`src/rtl/freq_pkg.sv`:
```
// Shared types and defaults for the frequency meter.
// State encoding, default widths and the tick-counter width helper.
package freq_pkg;

   typedef enum logic {
      ST_IDLE    = 1'b0,
      ST_MEASURE = 1'b1
   } state_t;

   localparam int DEF_CNT_W = 32;
   localparam int DEF_TICKS = 1000;
   localparam int DEF_SYNC  = 2;

   function automatic int tick_w(input int n);
      return (n > 1) ? $clog2(n) : 1;
   endfunction

endpackage

```
`src/rtl/sync_edge_det.sv`:
```
// Synchroniser for an asynchronous input plus rising-edge detector.
// The rise pulse lasts one clk and trails sig_in by SYNC_STAGES clks.
module sync_edge_det
   import freq_pkg::*;
#(
   parameter int SYNC_STAGES = DEF_SYNC
) (
   input  logic clk,
   input  logic rst_n,
   input  logic sig_in,
   output logic rise
);

   logic [SYNC_STAGES-1:0] sync_q;
   logic                   prev_q;
   logic                   level;

   assign level = sync_q[SYNC_STAGES-1];

   always_ff @(posedge clk or negedge rst_n) begin
      if (!rst_n) begin
         sync_q <= '0;
         prev_q <= 1'b0;
      end else begin
         sync_q <= {sync_q[SYNC_STAGES-2:0], sig_in};
         prev_q <= level;
      end
   end

   assign rise = level & ~prev_q;

endmodule

```
`src/rtl/freq_meter.sv`:
```
// Counts synchronised rising edges of sig_in over TICKS_PER_GATE gate ticks
// and publishes the saturated count with a one-clk valid strobe.
module freq_meter
   import freq_pkg::*;
#(
   parameter int CNT_W          = DEF_CNT_W,
   parameter int TICKS_PER_GATE = DEF_TICKS,
   parameter int SYNC_STAGES    = DEF_SYNC
) (
   input  logic             clk,
   input  logic             rst_n,
   input  logic             gate_en,
   input  logic             sig_in,
   output logic [CNT_W-1:0] freq,
   output logic             freq_valid,
   output logic             overflow
);

   localparam int            TW        = tick_w(TICKS_PER_GATE);
   localparam logic [TW-1:0] LAST_TICK = TW'(TICKS_PER_GATE - 1);

   state_t           state;
   logic [CNT_W-1:0] edge_cnt;
   logic [TW-1:0]    tick_cnt;
   logic             ovf;
   logic             rise;
   logic [CNT_W:0]   sum;
   logic [CNT_W-1:0] sat_cnt;
   logic             carry;
   logic             close;

   sync_edge_det #(
      .SYNC_STAGES(SYNC_STAGES)
   ) u_sync (
      .clk   (clk),
      .rst_n (rst_n),
      .sig_in(sig_in),
      .rise  (rise)
   );

   // The closing window also absorbs an edge arriving on its last clk.
   always_comb begin
      sum     = {1'b0, edge_cnt} + {{CNT_W{1'b0}}, rise};
      carry   = sum[CNT_W];
      sat_cnt = carry ? '1 : sum[CNT_W-1:0];
   end

   assign close = gate_en && (tick_cnt == LAST_TICK);

   always_ff @(posedge clk or negedge rst_n) begin
      if (!rst_n) begin
         state      <= ST_IDLE;
         edge_cnt   <= '0;
         tick_cnt   <= '0;
         ovf        <= 1'b0;
         freq       <= '0;
         freq_valid <= 1'b0;
         overflow   <= 1'b0;
      end else begin
         freq_valid <= 1'b0;
         unique case (state)
            ST_IDLE: begin
               if (gate_en) begin
                  state    <= ST_MEASURE;
                  edge_cnt <= '0;
                  tick_cnt <= '0;
                  ovf      <= 1'b0;
               end
            end
            ST_MEASURE: begin
               if (close) begin
                  freq       <= sat_cnt;
                  overflow   <= ovf | carry;
                  freq_valid <= 1'b1;
                  edge_cnt   <= '0;
                  tick_cnt   <= '0;
                  ovf        <= 1'b0;
               end else begin
                  edge_cnt <= sat_cnt;
                  ovf      <= ovf | carry;
                  if (gate_en) tick_cnt <= tick_cnt + TW'(1);
               end
            end
         endcase
      end
   end

endmodule

```
`config.mk`:
```
export PLATFORM = sky130hd
export DESIGN_NAME = freq_meter
export DESIGN_NICKNAME = d
export VERILOG_FILES = /design/src/rtl/freq_pkg.sv /design/src/rtl/sync_edge_det.sv /design/src/rtl/freq_meter.sv
export SDC_FILE = /design/constraint.sdc
export NUM_CORES = 1
export LEC_CHECK = 0
export CORE_MARGIN = 10
export CORE_UTILIZATION = 50
export CTS_BUF_LIST = sky130_fd_sc_hd__clkbuf_4 sky130_fd_sc_hd__clkbuf_8
export DETAILED_ROUTE_END_ITERATION = 16
export PLACE_DENSITY = 0.71
export SLEW_MARGIN = 20
export SYNTH_ARGS = -nofsm -noshare
export SYNTH_HDL_FRONTEND = slang
export SYNTH_SLANG_ARGS = --single-unit
```
`constraint.sdc`:
```
create_clock -name clk -period 4.3 [get_ports clk]
set_input_delay 0.86 -clock clk [delete_from_list [all_inputs] [get_ports clk]]
set_output_delay 0.86 -clock clk [all_outputs]
set_load 0.01 [all_outputs]
```
==> metrics.md <==
| Metric | Value |
|---|---|
| Avg Synthesized Cell Area | between 8 and 9 µm² |
| RSZ-0062 raised after global routing | false |
| Worst Skew | ~0.013 ns |
| Status | finished clean |
| Total CTS buffers | 9 |
| Post-synthesis sequential area ratio | 0.4777 |
| Post-Synthesis Cells | roughly 480 |
| Final Cycle Share | 0.7469 |
| Fin Hold WS | between 0.3 and 0.4 ns |
| CTS HTree Levels | 3 |
| First-pass GRT wire length | ~18000 µm |
| Grt total ovfl | 0 |
| DR iter-0 viols | 235 |
| Clk slew on worst S/H paths | ~0.08 ns |
| Synth warn | 0 |
| Total GRT Usage | 0.1678 |
| Fin nets | around 520 |
| Post-layout instance area | around 4900 µm² |
| Vias in the first global route | about 3.7k |
| Critical Path RT | 4.51 ns |
| IO buf count | 37 |
| Antenna violation net count after detailed routing | 0 |
| CTS root buf | clkbuf_8 |
| TritonCTS Sinks | about 80 |
| Maximum root-to-sink buffer count | 2 |
| Clk_lat worst skew | 0.35 ns |
| Setup Slack @ Placement | between 0.7 and 0.8 ns |
| Final wirelength | ~11000 µm |
| Largest net degree at the start of global routing | 82 |
| Resized cells post-CTS | 0 |
| Dpl hpwl | 7015 µm |
| Vias per inst | roughly 6.2 |
| Setup Crit Path Kind | input port to register |
| Die width | around 110 µm |
| Area delta synth->final | 14.92% |
| Num rows | 33 |
| Initial Utilization | 0.5164 |
| Seq. cell area | ~2000 µm² |
| Boundary Pins | 38 |
| Die Y | ~110 µm |
| Normalized max-slew margin | 0.3094 |
| Main synth FF type | dfrtp_1 |
| Type of origin of the critical path | input port |
| Final Hold Viols | 0 |
| Final setup viols | 0 |
| CP max FO | 13 |
| Layout cells sized above 1 | 0.07227 |
| Minimum clock period | roughly 3.2 ns |
| # fillers | ~760 |
| Area of the multi-input gates | roughly 2000 µm² |
| DR pass1 iterations | 5 |
| Min-delay worst type | register to register |
| Setup Fix Bufs, Post-CTS | 0 |
| Post-cts hold buffer count | 0 |
| Die ar. | around 13000 µm² |
| Netlist cell types | 44 |
| Max_cap viols | 0 |
| DRC violations left | 0 |
| Final slew viol count | 0 |
| GP Congestion | 0.8795 |
| Setup TNS Final | 0 ns |
| N_diodes | 0 |
| DR WL/cell | 17.06 µm |
| Yosys reg bits | 81 |
| Maximum vdd drop | between 0.00015 and 0.0002 V |
| Arrival @ worst endpoint | roughly 3.4 ns |
| Max Freq | 311.4 MHz |
| Total power | ~1.6 mW |
| Least-Margin Pin Slew | between 1 and 1.5 ns |
| Area of the core | approximately 8200 µm² |
| Syn_nets | 490 |
| CTS tree | done |
| Post-synth EDFFs | 0 |
| Power per cell area | 321.5 nW/µm² |
| Placed Area | 4688 µm² |
| Initial antenna violation count | 0 |
| P_leak | ~2.0 nW |
| Crit. End Element | register |
| Final Worst Setup Slack | ~1.1 ns |
| Synth Cell Area | between 4000 and 5000 µm² |
| Via count | about 3.8k |
| Synth async-reset ratio | 1.000 |
-- layout make-up --
class / instances / area share
Sequential cell: 81 / 0.4157
Clock inverter: 4 / 0.009238
Clock buffer: 11 / 0.02848
Inverter: 7 / 0.005389
Multi-Input combinational cell: 362 / 0.4226
Timing Repair Buffer: 47 / 0.09161
Tap cell: 105 / 0.02694
-- layer usage --
layer | vias to the layer above | part of all wire | global-route usage
li1 | 1816 | - | -
met1 | 1851 | 0.43 | 0.2121
met2 | 141 | 0.47 | 0.2696
met3 | 16 | 0.076 | 0.04739
met4 | 0 | 0.017 | 0.05668
met5 | - | 0 | 0
-- worst max-delay path, cell delays in order --
cell,delay [ns]
clkdlybuf4s50_1,0.60
nand2_1,0.23
nor4_1,0.08
nor2_1,0.68
nand3_1,0.64
o311ai_0,0.32
-- path summary, 6_finish.rpt --
check                      slack [ns]                        from  cells past startpoint                         end
hold / removal                   0.36  u_sync.sync_q[0]$_DFF_PN0_                      0  u_sync.sync_q[1]$_DFF_PN0_
setup reg to reg                 1.27  u_sync.sync_q[1]$_DFF_PN0_                      8    edge_cnt[21]$_DFFE_PN0P_
max in group asynchronous        3.23                       rst_n                      1        freq[10]$_DFFE_PN0P_
setup / recovery                 1.09                     gate_en                      6    edge_cnt[25]$_DFFE_PN0P_
hold reg to reg                  0.36  u_sync.sync_q[0]$_DFF_PN0_                      0  u_sync.sync_q[1]$_DFF_PN0_
min in group asynchronous        0.52                       rst_n                      1        freq[25]$_DFFE_PN0P_
-- sequential cells by signal, indices dropped and copies added, names as in the netlist --
| register | flops |
|---|---|
| ovf | 1 |
| overflow | 1 |
| tick_cnt | 10 |
| freq_valid | 1 |
| edge_cnt | 32 |
| state | 1 |
| u_sync.sync_q | 2 |
| freq | 32 |
| u_sync.prev_q | 1 |
-- cells in the final DEF (no fill, tap or decap), types with 12 or more instances in the layout --
cell and n:
xnor2_1 12, o21ai_0 50, nand2_1 45, nor4_1 12, nand4_1 13, nor3_1 18
nand3_1 30, a31oi_1 13, clkdlybuf4s50_1 36, nor2_1 56, dfrtp_1 81, a21oi_1 31
-- Yosys cell counts (2+ instances only) --
master | count | area [µm²]
a31oi_1 | 13 | 81.33
a21oi_1 | 31 | 155.2
inv_1 | 6 | 22.52
nor3_1 | 18 | 90.09
nand2b_1 | 2 | 12.51
nor4_1 | 12 | 75.07
nand2_1 | 45 | 168.9
nand4_1 | 13 | 81.33
buf_2 | 10 | 50.05
ha_1 | 3 | 37.54
nor2_1 | 56 | 210.2
o211ai_1 | 10 | 75.07
and4_1 | 3 | 26.28
o311ai_0 | 11 | 96.34
o21ai_0 | 50 | 250.2
o31ai_1 | 2 | 15.01
o31a_1 | 2 | 17.52
xnor2_1 | 12 | 105.1
a31o_2 | 4 | 35.03
nand3_1 | 30 | 150.1
and3_1 | 6 | 37.54
o22a_1 | 2 | 17.52
nor3b_1 | 2 | 15.01
or3_1 | 3 | 18.77
dfrtp_1 | 81 | 2027
xor2_1 | 9 | 78.83
clkbuf_1 | 23 | 86.33
nor4_2 | 2 | 25.02
or4_1 | 5 | 37.54
a22oi_1 | 2 | 15.01
a21boi_0 | 2 | 15.01
-- stage by stage --
step | std cells | util
6_report | 617 | 0.5934
5_1_grt | 617 | 0.5934
4_1_cts | 617 | 0.5930
3_5_place_dp | 602 | 0.5706
3_3_place_gp | 602 | 0.5706
2_1_floorplan | 483 | -
-- cells by family (layout without fill, tap and decap cells) --
family,after synthesis,in the layout,share of synthesized area
AO/OA/AOI/OAI,133,133,0.1899
XOR/XNOR,21,21,0.04335
adder cells (fa/ha/maj),3,3,0.008848
buffers and inverters,40,69,0.03834
flip-flops,81,81,0.4777
multiplexers,1,1,0.002654
AND/OR/NAND/NOR,204,204,0.2392
-- report_power, final --
part | internal [mW] | switching, mW | total (mW)
clock | 0.276 | 0.266 | 0.541
combinational | 0.0666 | 0.0778 | 0.144
sequential | 0.812 | 0.0698 | 0.882
total | 1.15 | 0.413 | 1.57
(Power assumes the default switching activity.)
